===== config.mk =====
export PLATFORM = sky130hd
export DESIGN_NAME = uart_mmio_flat
export DESIGN_NICKNAME = d
export VERILOG_FILES = /design/src/rtl/uart_mmio_if.sv /design/src/rtl/uart_mmio.sv /design/src/flat_wrapper.sv
export SDC_FILE = /design/constraint.sdc
export NUM_CORES = 1
export LEC_CHECK = 0
export BUFFER_PORTS_ARGS = -buffer_cell sky130_fd_sc_hd__buf_2
export CORE_ASPECT_RATIO = 0.8
export CORE_MARGIN = 3
export CORE_UTILIZATION = 33
export DETAILED_ROUTE_END_ITERATION = 6
export PLACE_DENSITY_LB_ADDON = 0.05
export SYNTH_ARGS = -nofsm -noshare
export SYNTH_HDL_FRONTEND = slang
export SYNTH_SLANG_ARGS = --single-unit

===== constraint.sdc =====
create_clock -name CLK -period 2.67 [get_ports CLK]
set_input_delay 0.267 -clock CLK [delete_from_list [all_inputs] [get_ports CLK]]
set_output_delay 0.267 -clock CLK [all_outputs]
set_load 0.01 [all_outputs]

===== src/rtl/uart_mmio_if.sv =====
// Bus port between the core's data-memory stage and the UART peripheral.
// The core drives the access signals; the peripheral returns read data in the same cycle.
interface uart_mmio_if;
    logic        Sel;
    logic        Hold;
    logic        MemRead;
    logic [3:0]  MemWrite;
    logic [3:0]  Addr;
    logic [31:0] WriteData;
    logic [31:0] ReadData;

    modport master (
        output Sel, Hold, MemRead, MemWrite, Addr, WriteData,
        input  ReadData
    );

    modport slave (
        input  Sel, Hold, MemRead, MemWrite, Addr, WriteData,
        output ReadData
    );
endinterface


===== src/rtl/uart_mmio.sv =====
// Memory-mapped UART: TX FIFO and serialiser, RX deserialiser with a one-byte holding
// register, and a status register with write-1-to-clear sticky error bits.
module uart_mmio #(
    parameter int CLKS_PER_BIT = 868,
    parameter int TX_DEPTH     = 16
) (
    input  logic        CLK,
    input  logic        RESET,
    uart_mmio_if.slave  bus,
    output logic        TX,
    input  logic        RX
);
    localparam int CW = $clog2(CLKS_PER_BIT);
    localparam int AW = $clog2(TX_DEPTH);
    localparam logic [CW-1:0] CNT_LAST = CW'(CLKS_PER_BIT - 1);
    localparam logic [CW-1:0] CNT_HALF = CW'(CLKS_PER_BIT / 2 - 1);

    typedef enum logic [1:0] {S_IDLE, S_START, S_DATA, S_STOP} state_t;

    logic       acc;
    logic [1:0] reg_sel;
    logic       push_req, clr_req, rx_pop;

    assign acc      = bus.Sel & ~bus.Hold;
    assign reg_sel  = bus.Addr[3:2];
    assign push_req = acc & bus.MemWrite[0] & (reg_sel == 2'd0);
    assign clr_req  = acc & bus.MemWrite[0] & (reg_sel == 2'd2);
    assign rx_pop   = acc & bus.MemRead & (reg_sel == 2'd1);

    logic unused_bits;
    assign unused_bits = &{1'b0, bus.WriteData[31:8], bus.MemWrite[3:1], bus.Addr[1:0]};

    // ---------------- TX FIFO ----------------
    logic [7:0]  fifo_mem [TX_DEPTH];
    logic [AW:0] wr_ptr_reg, rd_ptr_reg;
    logic        fifo_empty, fifo_full, push_ok, overflow_set, tx_pop;

    assign fifo_empty   = (wr_ptr_reg == rd_ptr_reg);
    assign fifo_full    = (wr_ptr_reg[AW] != rd_ptr_reg[AW]) &&
                          (wr_ptr_reg[AW-1:0] == rd_ptr_reg[AW-1:0]);
    // A push into a full FIFO is refused even if the serialiser pops in the same cycle.
    assign push_ok      = push_req & ~fifo_full;
    assign overflow_set = push_req & fifo_full;

    always_ff @(posedge CLK) begin
        if (push_ok)
            fifo_mem[wr_ptr_reg[AW-1:0]] <= bus.WriteData[7:0];
    end

    always_ff @(posedge CLK) begin
        if (RESET) begin
            wr_ptr_reg <= '0;
            rd_ptr_reg <= '0;
        end else begin
            if (push_ok) wr_ptr_reg <= wr_ptr_reg + 1'b1;
            if (tx_pop)  rd_ptr_reg <= rd_ptr_reg + 1'b1;
        end
    end

    // ---------------- TX serialiser ----------------
    state_t          tx_state_reg;
    logic [CW-1:0]   tx_cnt_reg;
    logic [2:0]      tx_bit_reg;
    logic [7:0]      tx_shift_reg;
    logic            tx_reg;
    logic            tx_idle;

    assign tx_pop  = ~fifo_empty & ((tx_state_reg == S_IDLE) |
                     ((tx_state_reg == S_STOP) & (tx_cnt_reg == CNT_LAST)));
    assign tx_idle = fifo_empty & (tx_state_reg == S_IDLE);
    assign TX      = tx_reg;

    always_ff @(posedge CLK) begin
        if (RESET) begin
            tx_state_reg <= S_IDLE;
            tx_cnt_reg   <= '0;
            tx_bit_reg   <= '0;
            tx_shift_reg <= '0;
            tx_reg       <= 1'b1;
        end else begin
            case (tx_state_reg)
                S_IDLE: begin
                    tx_reg <= 1'b1;
                    if (tx_pop) begin
                        tx_state_reg <= S_START;
                        tx_shift_reg <= fifo_mem[rd_ptr_reg[AW-1:0]];
                        tx_cnt_reg   <= '0;
                        tx_reg       <= 1'b0;
                    end
                end
                S_START: begin
                    if (tx_cnt_reg == CNT_LAST) begin
                        tx_cnt_reg   <= '0;
                        tx_bit_reg   <= '0;
                        tx_state_reg <= S_DATA;
                        tx_reg       <= tx_shift_reg[0];
                    end else begin
                        tx_cnt_reg <= tx_cnt_reg + 1'b1;
                    end
                end
                S_DATA: begin
                    if (tx_cnt_reg == CNT_LAST) begin
                        tx_cnt_reg <= '0;
                        if (tx_bit_reg == 3'd7) begin
                            tx_state_reg <= S_STOP;
                            tx_reg       <= 1'b1;
                        end else begin
                            tx_bit_reg   <= tx_bit_reg + 1'b1;
                            tx_shift_reg <= {1'b0, tx_shift_reg[7:1]};
                            tx_reg       <= tx_shift_reg[1];
                        end
                    end else begin
                        tx_cnt_reg <= tx_cnt_reg + 1'b1;
                    end
                end
                default: begin
                    if (tx_cnt_reg == CNT_LAST) begin
                        tx_cnt_reg <= '0;
                        // Chain straight into the next frame so there is no idle gap.
                        if (tx_pop) begin
                            tx_state_reg <= S_START;
                            tx_shift_reg <= fifo_mem[rd_ptr_reg[AW-1:0]];
                            tx_reg       <= 1'b0;
                        end else begin
                            tx_state_reg <= S_IDLE;
                        end
                    end else begin
                        tx_cnt_reg <= tx_cnt_reg + 1'b1;
                    end
                end
            endcase
        end
    end

    // ---------------- RX deserialiser ----------------
    logic            rx_meta_reg, rx_sync_reg, rx_prev_reg;
    state_t          rx_state_reg;
    logic [CW-1:0]   rx_cnt_reg;
    logic [2:0]      rx_bit_reg;
    logic [7:0]      rx_shift_reg;
    logic            rx_stop_done, deliver, frame_bad;

    assign rx_stop_done = (rx_state_reg == S_STOP) & (rx_cnt_reg == CNT_LAST);
    assign deliver      = rx_stop_done & rx_sync_reg;
    assign frame_bad    = rx_stop_done & ~rx_sync_reg;

    always_ff @(posedge CLK) begin
        if (RESET) begin
            rx_meta_reg  <= 1'b1;
            rx_sync_reg  <= 1'b1;
            rx_prev_reg  <= 1'b1;
            rx_state_reg <= S_IDLE;
            rx_cnt_reg   <= '0;
            rx_bit_reg   <= '0;
            rx_shift_reg <= '0;
        end else begin
            rx_meta_reg <= RX;
            rx_sync_reg <= rx_meta_reg;
            rx_prev_reg <= rx_sync_reg;
            case (rx_state_reg)
                S_IDLE: begin
                    if (rx_prev_reg & ~rx_sync_reg) begin
                        rx_state_reg <= S_START;
                        rx_cnt_reg   <= '0;
                    end
                end
                S_START: begin
                    // Mid-bit re-check rejects short glitches without flagging anything.
                    if (rx_cnt_reg == CNT_HALF) begin
                        rx_cnt_reg   <= '0;
                        rx_bit_reg   <= '0;
                        rx_state_reg <= rx_sync_reg ? S_IDLE : S_DATA;
                    end else begin
                        rx_cnt_reg <= rx_cnt_reg + 1'b1;
                    end
                end
                S_DATA: begin
                    if (rx_cnt_reg == CNT_LAST) begin
                        rx_cnt_reg   <= '0;
                        rx_shift_reg <= {rx_sync_reg, rx_shift_reg[7:1]};
                        if (rx_bit_reg == 3'd7) rx_state_reg <= S_STOP;
                        else                    rx_bit_reg   <= rx_bit_reg + 1'b1;
                    end else begin
                        rx_cnt_reg <= rx_cnt_reg + 1'b1;
                    end
                end
                default: begin
                    if (rx_cnt_reg == CNT_LAST) begin
                        rx_cnt_reg   <= '0;
                        rx_state_reg <= S_IDLE;
                    end else begin
                        rx_cnt_reg <= rx_cnt_reg + 1'b1;
                    end
                end
            endcase
        end
    end

    // ---------------- RX holding register and sticky status ----------------
    logic       rx_valid_reg;
    logic [7:0] rx_byte_reg;
    logic       overrun_set;
    logic [2:0] sticky_set, sticky;

    assign overrun_set = deliver & rx_valid_reg & ~rx_pop;

    always_ff @(posedge CLK) begin
        if (RESET) begin
            rx_valid_reg <= 1'b0;
            rx_byte_reg  <= '0;
        end else if (deliver & ~overrun_set) begin
            rx_valid_reg <= 1'b1;
            rx_byte_reg  <= rx_shift_reg;
        end else if (rx_pop) begin
            rx_valid_reg <= 1'b0;
        end
    end

    // Order matches STATUS[5:3]: overrun, overflow, frame error.
    assign sticky_set = {frame_bad, overflow_set, overrun_set};

    generate
        for (genvar gi = 0; gi < 3; gi++) begin : g_sticky
            logic bit_reg;
            always_ff @(posedge CLK) begin
                if (RESET)
                    bit_reg <= 1'b0;
                else if (sticky_set[gi])
                    bit_reg <= 1'b1;
                else if (clr_req & bus.WriteData[3+gi])
                    bit_reg <= 1'b0;
            end
            assign sticky[gi] = bit_reg;
        end
    endgenerate

    always_comb begin
        bus.ReadData = '0;
        if (bus.Sel) begin
            case (reg_sel)
                2'd1:    bus.ReadData = {24'b0, rx_byte_reg};
                2'd2:    bus.ReadData = {26'b0, sticky, tx_idle, fifo_full, rx_valid_reg};
                default: bus.ReadData = '0;
            endcase
        end
    end
endmodule


===== src/flat_wrapper.sv =====
// flat-port wrapper written by rule: the top's interface ports become plain ports
module uart_mmio_flat 
#(
    parameter int CLKS_PER_BIT = 868,
    parameter int TX_DEPTH     = 16
)
  (CLK, RESET, TX, RX, bus_Sel, bus_Hold, bus_MemRead, bus_MemWrite, bus_Addr, bus_WriteData, bus_ReadData);
  uart_mmio_if bus_i ();
  input  logic CLK;
  input  logic RESET;
  output logic TX;
  input  logic RX;
  input wire logic [$bits(bus_i.Sel)-1:0] bus_Sel;
  input wire logic [$bits(bus_i.Hold)-1:0] bus_Hold;
  input wire logic [$bits(bus_i.MemRead)-1:0] bus_MemRead;
  input wire logic [$bits(bus_i.MemWrite)-1:0] bus_MemWrite;
  input wire logic [$bits(bus_i.Addr)-1:0] bus_Addr;
  input wire logic [$bits(bus_i.WriteData)-1:0] bus_WriteData;
  output wire logic [$bits(bus_i.ReadData)-1:0] bus_ReadData;
  assign bus_i.Sel = bus_Sel;
  assign bus_i.Hold = bus_Hold;
  assign bus_i.MemRead = bus_MemRead;
  assign bus_i.MemWrite = bus_MemWrite;
  assign bus_i.Addr = bus_Addr;
  assign bus_i.WriteData = bus_WriteData;
  assign bus_ReadData = bus_i.ReadData;
  uart_mmio #(.CLKS_PER_BIT(CLKS_PER_BIT), .TX_DEPTH(TX_DEPTH)) u_core (.CLK(CLK), .RESET(RESET), .bus(bus_i), .TX(TX), .RX(RX));
endmodule

==> results.sh, run 1 <==
export IMPL_outcome="finished clean"
export IMPL_grt_antenna_before_repair=1
export IMPL_synth_cells_most_frequent="edfxtp_1, dfxtp_1, nor2_1"
export IMPL_min_path_type="in2reg"
export IMPL_avgRoutedWirePerCell_um=18.84
export IMPL_timing_final_crit_share=0.9373
export IMPL_clk_latency_ps=510
export IMPL_finClkSkew_ps=11.68
export IMPL_io_buffer_count=25
export IMPL_clk_pin_slew_ps=60
export IMPL_area_delta_synth_final_pct=14.24
export IMPL_peakVddDrop_uv=374.5
export IMPL_worstPathArrival_ps=2240
export IMPL_dp_hpwl_um=13860
export IMPL_worst_slew_pin_slew_ps=599.5
export IMPL_antenna_cells=0
export IMPL_yosysTopAreaCellShare=0.4239
export IMPL_synth_flop_cell="edfxtp_1"
export IMPL_final_setup_tns_ps=0
export IMPL_avgSynthCellArea_um2=13.20
export IMPL_vias=5430
export IMPL_largest_reg_flops=128
export IMPL_synth_edf_count=128
export IMPL_htreeDepth=1
export IMPL_syn_instance_count=687
export IMPL_slew_violations=0
export IMPL_grt_overflow_total=0
export IMPL_finalHoldViolCount=0
export IMPL_fin_nets=793
export IMPL_rsz0062_at_grt="no"
export IMPL_routed_via_density=4.936
export IMPL_synth_area_leader_cell="edfxtp_1"
export IMPL_synth_top_cells_by_area="edfxtp_1, dfxtp_1, mux2i_1, mux4_2, nor2_1"
export IMPL_reg2reg_from="u_core.wr_ptr_reg[2]$_SDFFE_PP0P_"
export IMPL_start_util=0.3401
export IMPL_clock_fmax_mhz=399.6
export IMPL_drv_cap=0
export IMPL_required_ps=2400
export IMPL_numCtsBuffers=23
export IMPL_synthArstFlopShare=0
export IMPL_slew_headroom=0.5995
export IMPL_crit_path_max_fanout=14
export IMPL_drc=0
export IMPL_holdWs_ps=131.4
export IMPL_fp_coreArea_um2=26660
export IMPL_netlist_area_um2=9067
export IMPL_root_buffer="clkbuf_16"
export IMPL_fp_dieH_um=154.3
export IMPL_grt_max_degree=32
export IMPL_period_needed_ps=2502
export IMPL_rows=53
export IMPL_synth_most_common_cell="edfxtp_1"
export IMPL_synth_warnings=0
export IMPL_die_w_um=191.3
export IMPL_synth_seq_cells=204
export IMPL_die_area_um2=29510
export IMPL_worstHoldStart="bus_WriteData[7]"
export IMPL_grt_pass1_vias=5363
export IMPL_grt_pass1_wl_um=31990
export IMPL_p_per_area_nw_per_um2=726.7
export IMPL_gp_congestion=0.7411
export IMPL_postRouteAntennaNets=0
export IMPL_setup_worst_path_start="u_core.wr_ptr_reg[1]$_SDFFE_PP0P_"
export IMPL_cts_sinks=204
export IMPL_setup_worst_path_start_class="register"
export IMPL_leakage_nw=3.672
export IMPL_drt_pass1_iter_count=4
export IMPL_ys_seq_area_frac=0.5917
export IMPL_io_pins=79
export IMPL_synth_distinct_cells=67
export IMPL_drt_wl_total_um=20720
export IMPL_drt_initial_drc_count=264
export IMPL_grt_usage=0.1405
export IMPL_critical_path_class="reg2out"
export IMPL_end_kind="output pin"
export IMPL_post_cts_setup_buffers=0
export IMPL_final_layout_size_suffix_gt1_frac=0.1696
export IMPL_clockBufferDepth=3
export IMPL_setup_violations=0
export IMPL_cts_tree="done"
[path summary, 6_finish.rpt]
kind                                                    endpoint  slack, ps  cells past startpoint
worst max-delay path                             bus_ReadData[2]        170                      7
worst min register to register     u_core.rx_sync_reg$_SDFF_PP1_        410                      1
worst min-delay path            u_core.fifo_mem[10][7]$_DFFE_PP_        130                      1
worst max register to register  u_core.fifo_mem[15][1]$_DFFE_PP_        370                      7
[layer usage]
metal  global-route usage  up-vias  routed length (um)
li1                     -     2620                   -
met1               0.2164     2663               10190
met2               0.2087      120                8958
met3              0.02085       27                1150
met4              0.03144        0                 420
met5                    0        -                   0
[final cells by class]
class | instances | area (um^2)
timing repair buffer | 52 | 380.4
tap | 357 | 446.7
clock buffer | 26 | 586.8
clock inverter | 14 | 127.6
fill | 2538 | 16300
inverter | 14 | 52.55
sequential | 204 | 5370
multi-input combinational | 433 | 3395
[kinds of logic after synthesis]
kind of cell | synth area share
flops | 0.5917
simple gates | 0.1194
compound gates | 0.08059
mux | 0.1162
buf+inv | 0.04429
xor+xnor | 0.02125
fa+ha+maj | 0.02622
other cells | 0.0004136
[metrics by stage]
stage | util | instances | power (mW) | worst slack [ps] | instance area [um^2]
6_report | 0.3886 | 1100 | 7.527 | 167.5 | 10360
4_1_cts | 0.3883 | 1100 | 7.648 | 73.89 | 10350
5_1_grt | 0.3886 | 1100 | 7.884 | 29.52 | 10360
3_3_place_gp | 0.3610 | 1059 | 4.531 | 386.8 | 9623
3_5_place_dp | 0.3610 | 1059 | 4.557 | 349.2 | 9623
2_1_floorplan | - | 710 | 4.280 | 425.0 | 9154
[where the power goes]
part,switching (mW),internal [mW]
combinational,0.582,0.436
clock,1.26,1.77
sequential,0.0587,3.42
[worst max-delay path, cell delays in order (launching register included)]
cell and delay, ps:
dfxtp_2 350, xor2_1 190, nor4_4 260, buf_4 240
and3_4 310, a22oi_1 120, nor2_1 120, buf_2 140
[placed cells by master (no fill, tap or decap), types with 15 or more instances in the layout]
cell	instances
nor2_1	64
edfxtp_1	128
conb_1	24
ha_1	18
buf_2	25
a21oi_1	19
nand2b_1	15
and3_1	20
buf_4	22
mux2i_1	46
nand2_1	17
dfxtp_1	72
clkbuf_16	23
[timing repair]
item / in CTS / in global routing
resized for setup: 2 / 4
pin swaps: 0 / 0
endpoints found under the setup margin: 1 / 1
hold endpoints to repair: 1 / 0
hold buffers: 1 / 0
No activity file was read; power rests on OpenSTA's default activity.
==> inputs of run 2 (changes only) <==
--- a/config.mk
+++ b/config.mk
@@ -9,6 +9,7 @@
 export CORE_ASPECT_RATIO = 0.8
 export CORE_MARGIN = 3
 export CORE_UTILIZATION = 33
+export CTS_BUF_LIST = sky130_fd_sc_hd__clkbuf_8
 export DETAILED_ROUTE_END_ITERATION = 6
 export PLACE_DENSITY_LB_ADDON = 0.05
 export SYNTH_ARGS = -nofsm -noshare
==> run 2 against run 1 <==
  * Sequential share of layout area up 0.16 points
  * Clock power down 11%
  * Setup slack better by 3.9 ps
  * Design area down 0.30%
  * Sequential power about the same
  * Flip-flop and latch count unchanged
  * Die area unchanged
  * Via count up 3.0%
  * Combinational power about the same
  * Critical path depth unchanged
==> results.sh, run 2 (same netlist as run 1, synthesis figures left out) <==
export IMPL_worstPathArrival_ps=2230
export IMPL_outcome="finished clean"
export IMPL_crit_path_max_fanout=14
export IMPL_postRouteAntennaNets=0
export IMPL_root_buffer="clkbuf_8"
export IMPL_rows=53
export IMPL_holdWs_ps=110.1
export IMPL_gp_congestion=0.7411
export IMPL_grt_pass1_vias=5501
export IMPL_fin_nets=807
export IMPL_grt_overflow_total=0
export IMPL_path_buf_inv=2
export IMPL_setup_violations=0
export IMPL_max_stage_delay_ps=350
export IMPL_drt_pass1_iter_count=4
export IMPL_drv_cap=0
export IMPL_switching_share=0.2692
export IMPL_clock_fmax_mhz=400.2
export IMPL_pre_cts_ws_ps=349.2
export IMPL_vias=5594
export IMPL_rsz0062_at_grt="no"
export IMPL_end_kind="output pin"
export IMPL_dp_cells=1059
export IMPL_hold_depth=1
export IMPL_area_delta_synth_final_pct=13.90
export IMPL_setup_worst_path_start="u_core.wr_ptr_reg[1]$_SDFFE_PP0P_"
export IMPL_layout_common_cells="edfxtp_1, dfxtp_1, nor2_1, mux2i_1, clkbuf_8"
export IMPL_p_seq_frac=0.482
export IMPL_numCtsBuffers=37
export IMPL_crit_path_cell_trace="xor2_1 > nor4_4 > buf_6 > and3_4 > a22oi_1 > nor2_1 > buf_2"
export IMPL_reg2regPathDepth=7
export IMPL_p_per_area_nw_per_um2=698.2
export IMPL_reg2reg_from="u_core.wr_ptr_reg[2]$_SDFFE_PP0P_"
export IMPL_slew_violations=0
export IMPL_reg2reg_to="u_core.fifo_mem[15][4]$_DFFE_PP_"
export IMPL_layout_cells_non_filler=1128
export IMPL_largest_reg_flops=128
export IMPL_p_total_mw=7.211
export IMPL_final_layout_size_suffix_gt1_frac=0.1779
export IMPL_grt_antenna_before_repair=2
export IMPL_io_buffer_count=25
export IMPL_p_int_mw=5.270
export IMPL_clk_latency_ps=530
export IMPL_grt_max_degree=32
export IMPL_critical_path_class="reg2out"
export IMPL_finalHoldViolCount=0
export IMPL_reg2reg_slack_ps=410
export IMPL_worst_path_max_delay_cell="dfxtp_2"
export IMPL_die_area_um2=29510
export IMPL_grt_usage=0.1431
export IMPL_p_comb_frac=0.143
export IMPL_drt_initial_drc_count=242
export IMPL_switchingPower_mw=1.941
export IMPL_required_ps=2400
export IMPL_routed_via_density=4.959
export IMPL_clockBufferDepth=3
export IMPL_crit_end="bus_ReadData[2]"
export IMPL_peakVddDrop_uv=316.7
export IMPL_period_needed_ps=2499
export IMPL_drt_wl_total_um=20970
export IMPL_final_setup_tns_ps=0
export IMPL_drc=0
export IMPL_timing_final_crit_share=0.9358
export IMPL_fp_dieH_um=154.3
export IMPL_crit_family="simple AND/OR/NAND/NOR gates"
export IMPL_avgRoutedWirePerCell_um=18.59
export IMPL_io_pins=79
export IMPL_pwr_share_clk=0.375
export IMPL_slew_headroom=0.6006
export IMPL_finalWorstSetupSlack_ps=171.4
export IMPL_die_w_um=191.3
export IMPL_cp_depth=7
export IMPL_fp_coreArea_um2=26660
export IMPL_start_util=0.3401
export IMPL_finClkSkew_ps=18.14
export IMPL_cts_sinks=204
export IMPL_grt_pass1_wl_um=32290
export IMPL_clk_pin_slew_ps=60
export IMPL_layout_commonest_cell="edfxtp_1"
export IMPL_htreeDepth=2
export IMPL_leakage_nw=3.721
export IMPL_cts_tree="done"
export IMPL_setup_worst_path_start_class="register"
export IMPL_dp_hpwl_um=13860
export IMPL_worst_slew_pin_slew_ps=597.9
export IMPL_min_path_type="in2reg"
==> run 2: worst min path at each step <==
| stage | start | to | slack (ps) |
|---|---|---|---|
| 6_report | bus_WriteData[7] | u_core.fifo_mem[2][7]$_DFFE_PP_ | 110 |
| 5_1_grt | bus_WriteData[7] | u_core.fifo_mem[5][7]$_DFFE_PP_ | 90 |
| 4_1_cts | bus_WriteData[7] | u_core.fifo_mem[2][7]$_DFFE_PP_ | 70 |
| 3_5_place_dp | u_core.rx_meta_reg$_SDFF_PP1_ | u_core.rx_sync_reg$_SDFF_PP1_ | 400 |
| 3_3_place_gp | u_core.rx_meta_reg$_SDFF_PP1_ | u_core.rx_sync_reg$_SDFF_PP1_ | 400 |
| 2_1_floorplan | bus_WriteData[0] | u_core.fifo_mem[0][0]$_DFFE_PP_ | 370 |
==> run 2: routing by layer <==
metal  vias to the layer above  global-route usage  share of wire
li1                       2668                   -              -
met1                      2748              0.2144           0.51
met2                       133              0.2094           0.43
met3                        45             0.02583          0.041
met4                         0             0.04576          0.022
met5                         -                   0              0
==> run 2: power by group through the flow <==
stage,sequential (mW),combinational (mW),clock [mW]
after floorplan,3.52,0.758,0
after global placement,3.54,0.990,0
after detailed placement,3.54,1.01,0
after CTS,3.48,1.03,2.82
after global routing,3.48,1.13,2.98
final,3.48,1.03,2.71
==> run 2: what timing repair did <==
item                                    CTS  global route
resized for setup                         2             5
buffers inserted                          0             0
hold endpoints to repair                  1             0
endpoints found under the setup margin    1             1
hold buffers                              1             0
==> run 2: layout make-up <==
| cell class | instances | area [um^2] |
|---|---|---|
| antenna | 1 | 2.502 |
| clock buffer | 41 | 564.3 |
| clock inverter | 26 | 112.6 |
| fill | 2576 | 16330 |
| inverter | 14 | 52.55 |
| multi-input combinational | 433 | 3395 |
| sequential | 204 | 5370 |
| tap | 357 | 446.7 |
| timing repair buffer | 52 | 384.1 |
==> run 2: per-stage QoR <==
stage / utilization / area, um^2
after floorplan: - / 9154
after global placement: 0.3610 / 9623
after detailed placement: 0.3610 / 9623
after CTS: 0.3869 / 10310
after global routing: 0.3873 / 10320
final: 0.3874 / 10330
